$ cat config.mk
export PLATFORM = sky130hd
export DESIGN_NAME = lock_controller
export DESIGN_NICKNAME = d
export VERILOG_FILES = /design/src/rtl/lock_pkg.sv /design/src/rtl/lock_controller_edge_detect.sv /design/src/rtl/lock_controller.sv
export SDC_FILE = /design/constraint.sdc
export NUM_CORES = 1
export LEC_CHECK = 0
export CORE_AREA = 5 5 86 88
export DETAILED_ROUTE_END_ITERATION = 12
export DIE_AREA = 0 0 91 93
export GPL_TIMING_DRIVEN = 1
export PLACE_DENSITY = 0.75
export SLEW_MARGIN = 40
export SYNTH_ARGS = -nofsm -noshare
export SYNTH_HDL_FRONTEND = slang
export SYNTH_HIERARCHICAL = 1
export SYNTH_SLANG_ARGS = --single-unit
$ cat constraint.sdc
create_clock -name clk -period 6.8 [get_ports clk]
set_clock_uncertainty 0.15 [all_clocks]
set_input_delay 1.02 -clock clk [delete_from_list [all_inputs] [get_ports clk]]
set_output_delay 1.02 -clock clk [all_outputs]
set_load 0.05 [all_outputs]
$ cat src/rtl/lock_pkg.sv
// Shared definitions for the combination lock: state encodings seen by the
// timer and display logic, plus the digit width.
package lock_pkg;

    localparam int DIGIT_W = 4;

    typedef enum logic [1:0] {
        WAITING  = 2'b00,
        EDITING  = 2'b01,
        UNLOCKED = 2'b10,
        ALARMING = 2'b11
    } lock_state_e;

endpackage

$ cat src/rtl/lock_controller_edge_detect.sv
// Rising-edge detector for a synchronous level button. The rise is masked for
// the first cycle after reset so a button held through reset release is not
// mistaken for a fresh press.
module edge_detect (
    input  logic clk,
    input  logic rst_n,
    input  logic in,
    output logic rise
);

    logic r_in_q;
    logic r_armed;

    // Delayed copy of the button plus a one-shot arm flag after reset
    always_ff @(posedge clk or negedge rst_n) begin
        if (!rst_n) begin
            r_in_q  <= 1'b0;
            r_armed <= 1'b0;
        end else begin
            r_in_q  <= in;
            r_armed <= 1'b1;
        end
    end

    assign rise = in & ~r_in_q & r_armed;

endmodule

$ cat src/rtl/lock_controller.sv
// Combination lock FSM: collects digits, checks them against the stored code,
// handles code editing, wrong-try counting and the alarm state.
module lock_controller
    import lock_pkg::*;
#(
    parameter int                      DIGITS       = 4,
    parameter int                      MAX_TRIES    = 3,
    parameter logic [DIGITS*DIGIT_W-1:0] DEFAULT_CODE = 16'h1234
) (
    input  logic                clk,
    input  logic                rst_n,
    input  logic [DIGIT_W-1:0]  switches,
    input  logic                load,
    input  logic                ok,
    input  logic                admin_button,
    input  logic                timer_done,
    output logic [1:0]          state,
    output logic                timer_start,
    output logic                err,
    output logic [3:0]          fail_cnt,
    output logic [2:0]          digit_idx
);

    // Digit 0 sits in the most significant nibble, hence the ascending range
    typedef logic [0:DIGITS-1][DIGIT_W-1:0] code_t;

    lock_state_e r_state, w_nxt_state;
    logic        r_ts, w_nxt_ts;
    logic        r_err, w_nxt_err;
    logic [3:0]  r_fail, w_nxt_fail;
    logic [2:0]  r_idx, w_nxt_idx;
    code_t       r_entry, w_nxt_entry;
    code_t       r_edit, w_nxt_edit;
    code_t       r_code, w_nxt_code;

    logic        w_load_rise, w_ok_rise, w_adm_rise;
    logic        w_last;
    logic [3:0]  w_fail_inc;

    edge_detect u_ed_load (.clk(clk), .rst_n(rst_n), .in(load),         .rise(w_load_rise));
    edge_detect u_ed_ok   (.clk(clk), .rst_n(rst_n), .in(ok),           .rise(w_ok_rise));
    edge_detect u_ed_adm  (.clk(clk), .rst_n(rst_n), .in(admin_button), .rise(w_adm_rise));

    assign w_last     = (r_idx == 3'(DIGITS-1));
    assign w_fail_inc = (r_fail == 4'hF) ? r_fail : r_fail + 4'd1;

    // Next-state and next-output logic; abort/admin take priority over load
    always_comb begin
        w_nxt_state = r_state;
        w_nxt_ts    = 1'b0;
        w_nxt_err   = 1'b0;
        w_nxt_fail  = r_fail;
        w_nxt_idx   = r_idx;
        w_nxt_entry = r_entry;
        w_nxt_edit  = r_edit;
        w_nxt_code  = r_code;
        case (r_state)
            WAITING: begin
                if (w_adm_rise) begin
                    w_nxt_state = EDITING;
                    w_nxt_ts    = 1'b1;
                    w_nxt_idx   = 3'd0;
                end else if (w_load_rise) begin
                    for (int i = 0; i < DIGITS; i++)
                        if (r_idx == 3'(i)) w_nxt_entry[i] = switches;
                    if (w_last) begin
                        w_nxt_idx = 3'd0;
                        if (w_nxt_entry == r_code) begin
                            w_nxt_state = UNLOCKED;
                            w_nxt_ts    = 1'b1;
                            w_nxt_fail  = 4'd0;
                        end else begin
                            w_nxt_err  = 1'b1;
                            w_nxt_fail = w_fail_inc;
                            if (w_fail_inc == 4'(MAX_TRIES)) w_nxt_state = ALARMING;
                        end
                    end else begin
                        w_nxt_idx = r_idx + 3'd1;
                    end
                end
            end
            EDITING: begin
                if (timer_done) begin
                    w_nxt_state = WAITING;
                    w_nxt_idx   = 3'd0;
                    w_nxt_edit  = '0;
                end else if (w_load_rise) begin
                    for (int i = 0; i < DIGITS; i++)
                        if (r_idx == 3'(i)) w_nxt_edit[i] = switches;
                    if (w_last) begin
                        w_nxt_code  = w_nxt_edit;
                        w_nxt_idx   = 3'd0;
                        w_nxt_state = WAITING;
                    end else begin
                        w_nxt_idx = r_idx + 3'd1;
                    end
                end
            end
            UNLOCKED: begin
                if (w_ok_rise || timer_done) w_nxt_state = WAITING;
            end
            ALARMING: begin
                if (w_adm_rise) begin
                    w_nxt_state = WAITING;
                    w_nxt_fail  = 4'd0;
                    w_nxt_idx   = 3'd0;
                end
            end
            default: w_nxt_state = WAITING;
        endcase
    end

    // State, counters, buffers and registered outputs
    always_ff @(posedge clk or negedge rst_n) begin
        if (!rst_n) begin
            r_state <= WAITING;
            r_ts    <= 1'b0;
            r_err   <= 1'b0;
            r_fail  <= 4'd0;
            r_idx   <= 3'd0;
            r_entry <= '0;
            r_edit  <= '0;
            r_code  <= code_t'(DEFAULT_CODE);
        end else begin
            r_state <= w_nxt_state;
            r_ts    <= w_nxt_ts;
            r_err   <= w_nxt_err;
            r_fail  <= w_nxt_fail;
            r_idx   <= w_nxt_idx;
            r_entry <= w_nxt_entry;
            r_edit  <= w_nxt_edit;
            r_code  <= w_nxt_code;
        end
    end

    assign state       = r_state;
    assign timer_start = r_ts;
    assign err         = r_err;
    assign fail_cnt    = r_fail;
    assign digit_idx   = r_idx;

endmodule

==> out/metrics.csv <==
metric,value,unit
status,"complete, no violations",
reg2reg setup slack,3.80,ns
Final Cycle Share,50.9,%
VDD IR max,0.131,mV
min setup slack post-route,3.34,ns
Remaining DRCs,0,
Power per Cell Area,269,nW/um^2
H-tree level count,3,
worst min path class,reg -> reg,
worst hold stages,2,
ys flop type,dfrtp_1,
Post-CTS Resized,0,
vias in the first global route,2426,
gp weighted congestion,0.847,
Critical path origin,switches[1],
Yosys warnings,6,
row cnt,30,
register area share after synthesis,48.9,%
antenna violations before repair,0,
Mapped Area,3130,sq um
CTS tree,done,
initial DRC count,174,
Worst Reg2Reg Path Length in Cells,7,
Worst-path clk slew,0.06,ns
Global Route Usage Sum,17.4,%
Yosys cell types,49,
I/O pin count,21,
Detail Route Antenna Nets,0,
Starting Density,47.7,%
asr flop ratio synth,100,%
first-pass GRT wire length,11.8,mm
Die X,91,um
max_slew headroom,56.6,%
TritonCTS buffer count,9,
Syn Area/Cell,9.55,sq um
critical-path maximum fanout,14,
grt total ovfl,0,
Tmin final,3.46,ns
WL/cell,16.5,um
die footprint,8460,sq um
share of cells above drive strength 1,9.86,%
Max Root-Sink Buffers,2,
Final Power,0.000949,W
RSZ-0062 raised after global routing,false,
kind of critical path,in -> reg,
drt total wl,7.03,mm
dpl ws,3.03,ns
Finished Layout Cells,425,
Leakage,1.58,nW
Fin Hold WS,0.335,ns
"Hold Vio Cnt, Final",0,
Sink Count,61,
critical path endpoint category,flip-flop,
f_max,289,MHz
Via Count,2434,
post-DP HPWL,4.68,mm
total setup buffers inserted after CTS,0,
TNS Setup,0,ns
Post-synth EDFFs,0,
required time of the critical path,6.88,ns
"most common cell after layout, fill and taps aside",dfrtp_1,
max_cap viols,0,
"Arr. time, crit path",3.54,ns
most frequent cells in the layout,"dfrtp_1 (56), nand2_1 (48), o21ai_0 (29)",
syn nets,343,
Slew Limit Fails,0,
core area,6570,sq um
Worst Max-Slew Pin Slew,0.649,ns
Critical Path Start Type,input pin,
"FF+latch count, synth",61,
final setup violation count,0,
Area growth syn-to-layout,12.8,%
CTS hold repair buffers,0,
Syn Inst Count,328,
Critical Path Sink,fail_cnt[3],
Final nets,355,
RR Startpoint,digit_idx[2],
clock latency on the worst-skew pair,0.35,ns
drt first pass iters,8,
dpl cells,409,
Crit Reg-Reg Endpoint,fail_cnt[3],
clk root buf,clkbuf_8,
die height,93,um
antenna cell count,0,
Port Buffer Count,20,
pin count of the biggest net entering global routing,62,
drt via density,5.73,
-- synthesized netlist by cell type, drive strengths merged, types with 8 or more instances --
| cell type | n | share of area [%] |
|---|---|---|
| a31oi | 10 | 2.0 |
| nand2 | 48 | 5.8 |
| dfrtp | 56 | 45 |
| inv | 13 | 1.6 |
| nor2 | 21 | 2.5 |
| a21oi | 12 | 2.0 |
| a22o | 14 | 3.9 |
| clkbuf | 13 | 1.6 |
| and3b | 8 | 2.2 |
| o21ai | 29 | 4.6 |
| xnor2 | 10 | 2.8 |
| nand3 | 9 | 1.4 |
-- how the worst min path moves through the flow --
| stage | startpoint | to | slack [ns] |
|---|---|---|---|
| 2_1_floorplan | r_entry[0] | r_entry[0] | 0.30 |
| 3_3_place_gp | r_entry[0] | r_entry[0] | 0.31 |
| 3_5_place_dp | r_code[2] | r_code[2] | 0.33 |
| 4_1_cts | r_code[2] | r_code[2] | 0.34 |
| 5_1_grt | r_edit[10] | r_edit[10] | 0.37 |
| 6_report | r_code[2] | r_code[2] | 0.33 |
-- routing by layer --
| layer | vias to the layer above | GRT usage [%] | share of wire (%) |
|---|---|---|---|
| li1 | 1173 | - | - |
| met1 | 1184 | 23.9 | 46 |
| met2 | 63 | 26.0 | 47 |
| met3 | 14 | 3.62 | 4.9 |
| met4 | 0 | 8.92 | 2.0 |
| met5 | - | 0 | 0 |
-- state kept, by name, indices dropped and copies added, names as in the netlist, 2 cells and up --
name,cells
digit_idx,3
fail_cnt,4
r_code,16
r_edit,12
r_entry,16
state,2
-- logic make-up after synthesis --
family	after synthesis	share of synthesized area, %
and+or+nand+nor	119	19.3
AOI/OAI and AO/OA	81	16.7
xor gates and xnor gates	14	3.92
DFF	61	48.9
adders and majority gates	5	2.00
muxes	12	4.12
buffers and inverters	33	4.59
other	3	0.360
-- report_power, final --
group	switching, W	internal, W
combinational	0.000121	0.0000857
sequential	0.0000338	0.000406
clock	0.000141	0.000162
-- critical path: stages --
cell	delay (ns)
clkdlybuf4s50_1	0.79
and4bb_2	0.28
a31oi_1	0.14
o311ai_0	0.17
nor4_1	0.36
and4_1	0.43
o21bai_1	0.12
a22o_1	0.23
-- stage by stage --
step                util (%)  cell area (sq um)
global route            53.8               3530
finish                  53.8               3530
floorplan                  -               3130
detailed placement      51.0               3350
global placement        50.8               3340
CTS                     53.7               3530
-- final cells by class --
class                           instances  area, sq um
Sequential cell                        61         1530
Inverter                               13         48.8
Clock buffer                           15          176
Timing Repair Buffer                   21          206
Tap cell                               80          100
Multi-Input combinational cell        234         1460
Clock inverter                          1         5.00
Fill cell                             573         3040
Note: power is estimated with default switching activity, not from simulation.
==> RTL edit, RTL diff (config.mk and constraints unchanged) <==
`DIGIT_W`: 4 -> 5.
--- a/src/rtl/lock_pkg.sv
+++ b/src/rtl/lock_pkg.sv
@@ -3,5 +3,5 @@
 package lock_pkg;
 
-    localparam int DIGIT_W = 4;
+    localparam int DIGIT_W = 5;
 
     typedef enum logic [1:0] {
Ports: changed (resized switches); port bits go from 21 to 22. No check against the original RTL was run, so the function may have changed too.
==> RTL edit against the original RTL <==
- sequential cell count increased by 11
- global-route usage increased by 5.3 points
- wire length increased by 29%
- total power increased by 47%
- final cell count increased by 25%
- synthesized area increased by 27%
- register-to-register slack improved by 0.06 ns
- worst setup slack got worse by 0.081 ns
- critical path depth unchanged
- design area increased by 23%
- critical endpoint is now fail_cnt[1]
==> RTL edit: results (changes against the original RTL) <==
Global route
  – Vias in the first global route: 3,066 (+26%)
  – Largest net degree at the start of global routing: 73 (+18%)
  – Met3 layer usage reported by global route: 4.18% (+0.56 points)
  – M2 GR Usage: 35.3% (+9.3 points)
  – Met1 usage: 32.5% (+8.6 points)
  – All-Layer GR Usage: 22.7% (+5.3 points)
  – First-pass GRT wire length: 15,400 um (+31%)

Setup path
  – Flop-to-flop setup slack: 3.86 ns (+0.06 ns)
  – Largest delay contributor family on the critical path: buffers and inverters
  – Reg-to-reg endpoint: fail_cnt[1]
  – CP Data Arrival Time: 3.63 ns (+0.09 ns)
  – RR Startpoint: digit_idx[1]
  – Worst path max stage delay: 0.83 ns (+0.04 ns)
  – R2R cell count: 9 (+2)

Pwr
  – Switching share of power: 37.4% (+6.2 points)
  – Peak VDD IR: 0.186 mV (+42%)
  – Clk pwr: 0.297 mW (-2%)
  – Sequential share of power: 43.9% (-2.4 points)

Yosys
  – Mapped Nets: 456 (+33%)
  – Adder-Cell Fraction of Synth Area: 1.57% (-0.43 points)
  – XOR/XNOR Fraction of Synth Area: 3.08% (-0.84 points)
  – Post-synthesis cell type count: 54 (+10%)
  – Async S/R FF share, synth: 100% (unchanged)
  – Synth top cells by count: nand2_1, dfrtp_1, o21ai_0, nor2_1, a31oi_1
  – Multiplexer area fraction after synthesis: 4.15% (+0.033 points)
  – Synth area leaders: dfrtp_1, nand2_1, o21ai_0
  – Fraction of the mapped netlist area in compound gates: 17.6% (+0.86 points)
  – Share of the yosys chip area belonging to registers: 45.4% (-3.5 points)

Drt
  – Drt wl/cell: 17.2 um (+3.7%)
  – Vias per cell: 6.04 (+5.4%)
  – Routed wl met2: 4300 um (+30%)
  – WL met1: 4250 um (+31%)
  – DRT Pass-1 Iters: 5 (-3)
  – Starting DRT DRC Count: 175 (+0.57%)
  – Routed wl met3: 436 um (+27%)

Outcome
  – Status: finished clean

Clocking
  – CTS Buf Count: 9 (unchanged)
  – Worst-path clk slew: 0.08 ns (+0.02 ns)

Timing
  – Slew Limit Headroom: 43.4% (-13 points)

Layout
  – Layout fillers: 527 (-8.0%)
  – Top flop regs: r_code x20, r_entry x20, r_edit x15
  – Share of cells above drive strength 1: 10.0% (+0.14 points)

Placement
  – Placement Cell Area: 4180 um2 (+25%)
  – Detailed Place HPWL: 6210 um (+33%)
  – GPL Wtd Cong: 0.897 (+5.8%)
  – Number of I/O port buffers: 21 (+5.0%)

Min path
  – Min-Delay Endpoint: r_entry[0]
  – Hold Startpoint: r_entry[0]
  – Min-Delay Path Depth: 2 (unchanged)
[RTL edit: worst max-delay path by stage]
stage                       from           to  slack (ns)  cells past startpoint
floorplan           admin_button  fail_cnt[0]        3.85                      6
global placement            load  fail_cnt[0]        2.97                      6
detailed placement   switches[4]  fail_cnt[1]        2.95                      8
CTS                  switches[4]  fail_cnt[1]        3.32                      8
global route         switches[3]  fail_cnt[0]        3.12                      8
finish               switches[3]  fail_cnt[1]        3.26                      8
[RTL edit: metrics by stage]
step	instances	total power, mW
finish	530	1.40
global route	530	1.49
CTS	530	1.40
detailed placement	514	1.11
global placement	514	1.09
floorplan	440	0.986
[RTL edit: final cells by class]
type / count / area [um2] / share of cell area [%]
sequential: 72 / 1810 / 41.6
timing repair buffer: 24 / 231 / 5.33
clock inverter: 4 / 22.5 / 0.519
inverter: 16 / 60.1 / 1.38
clock buffer: 12 / 145 / 3.34
tap: 80 / 100 / 2.30
multi-input combinational: 322 / 1980 / 45.5
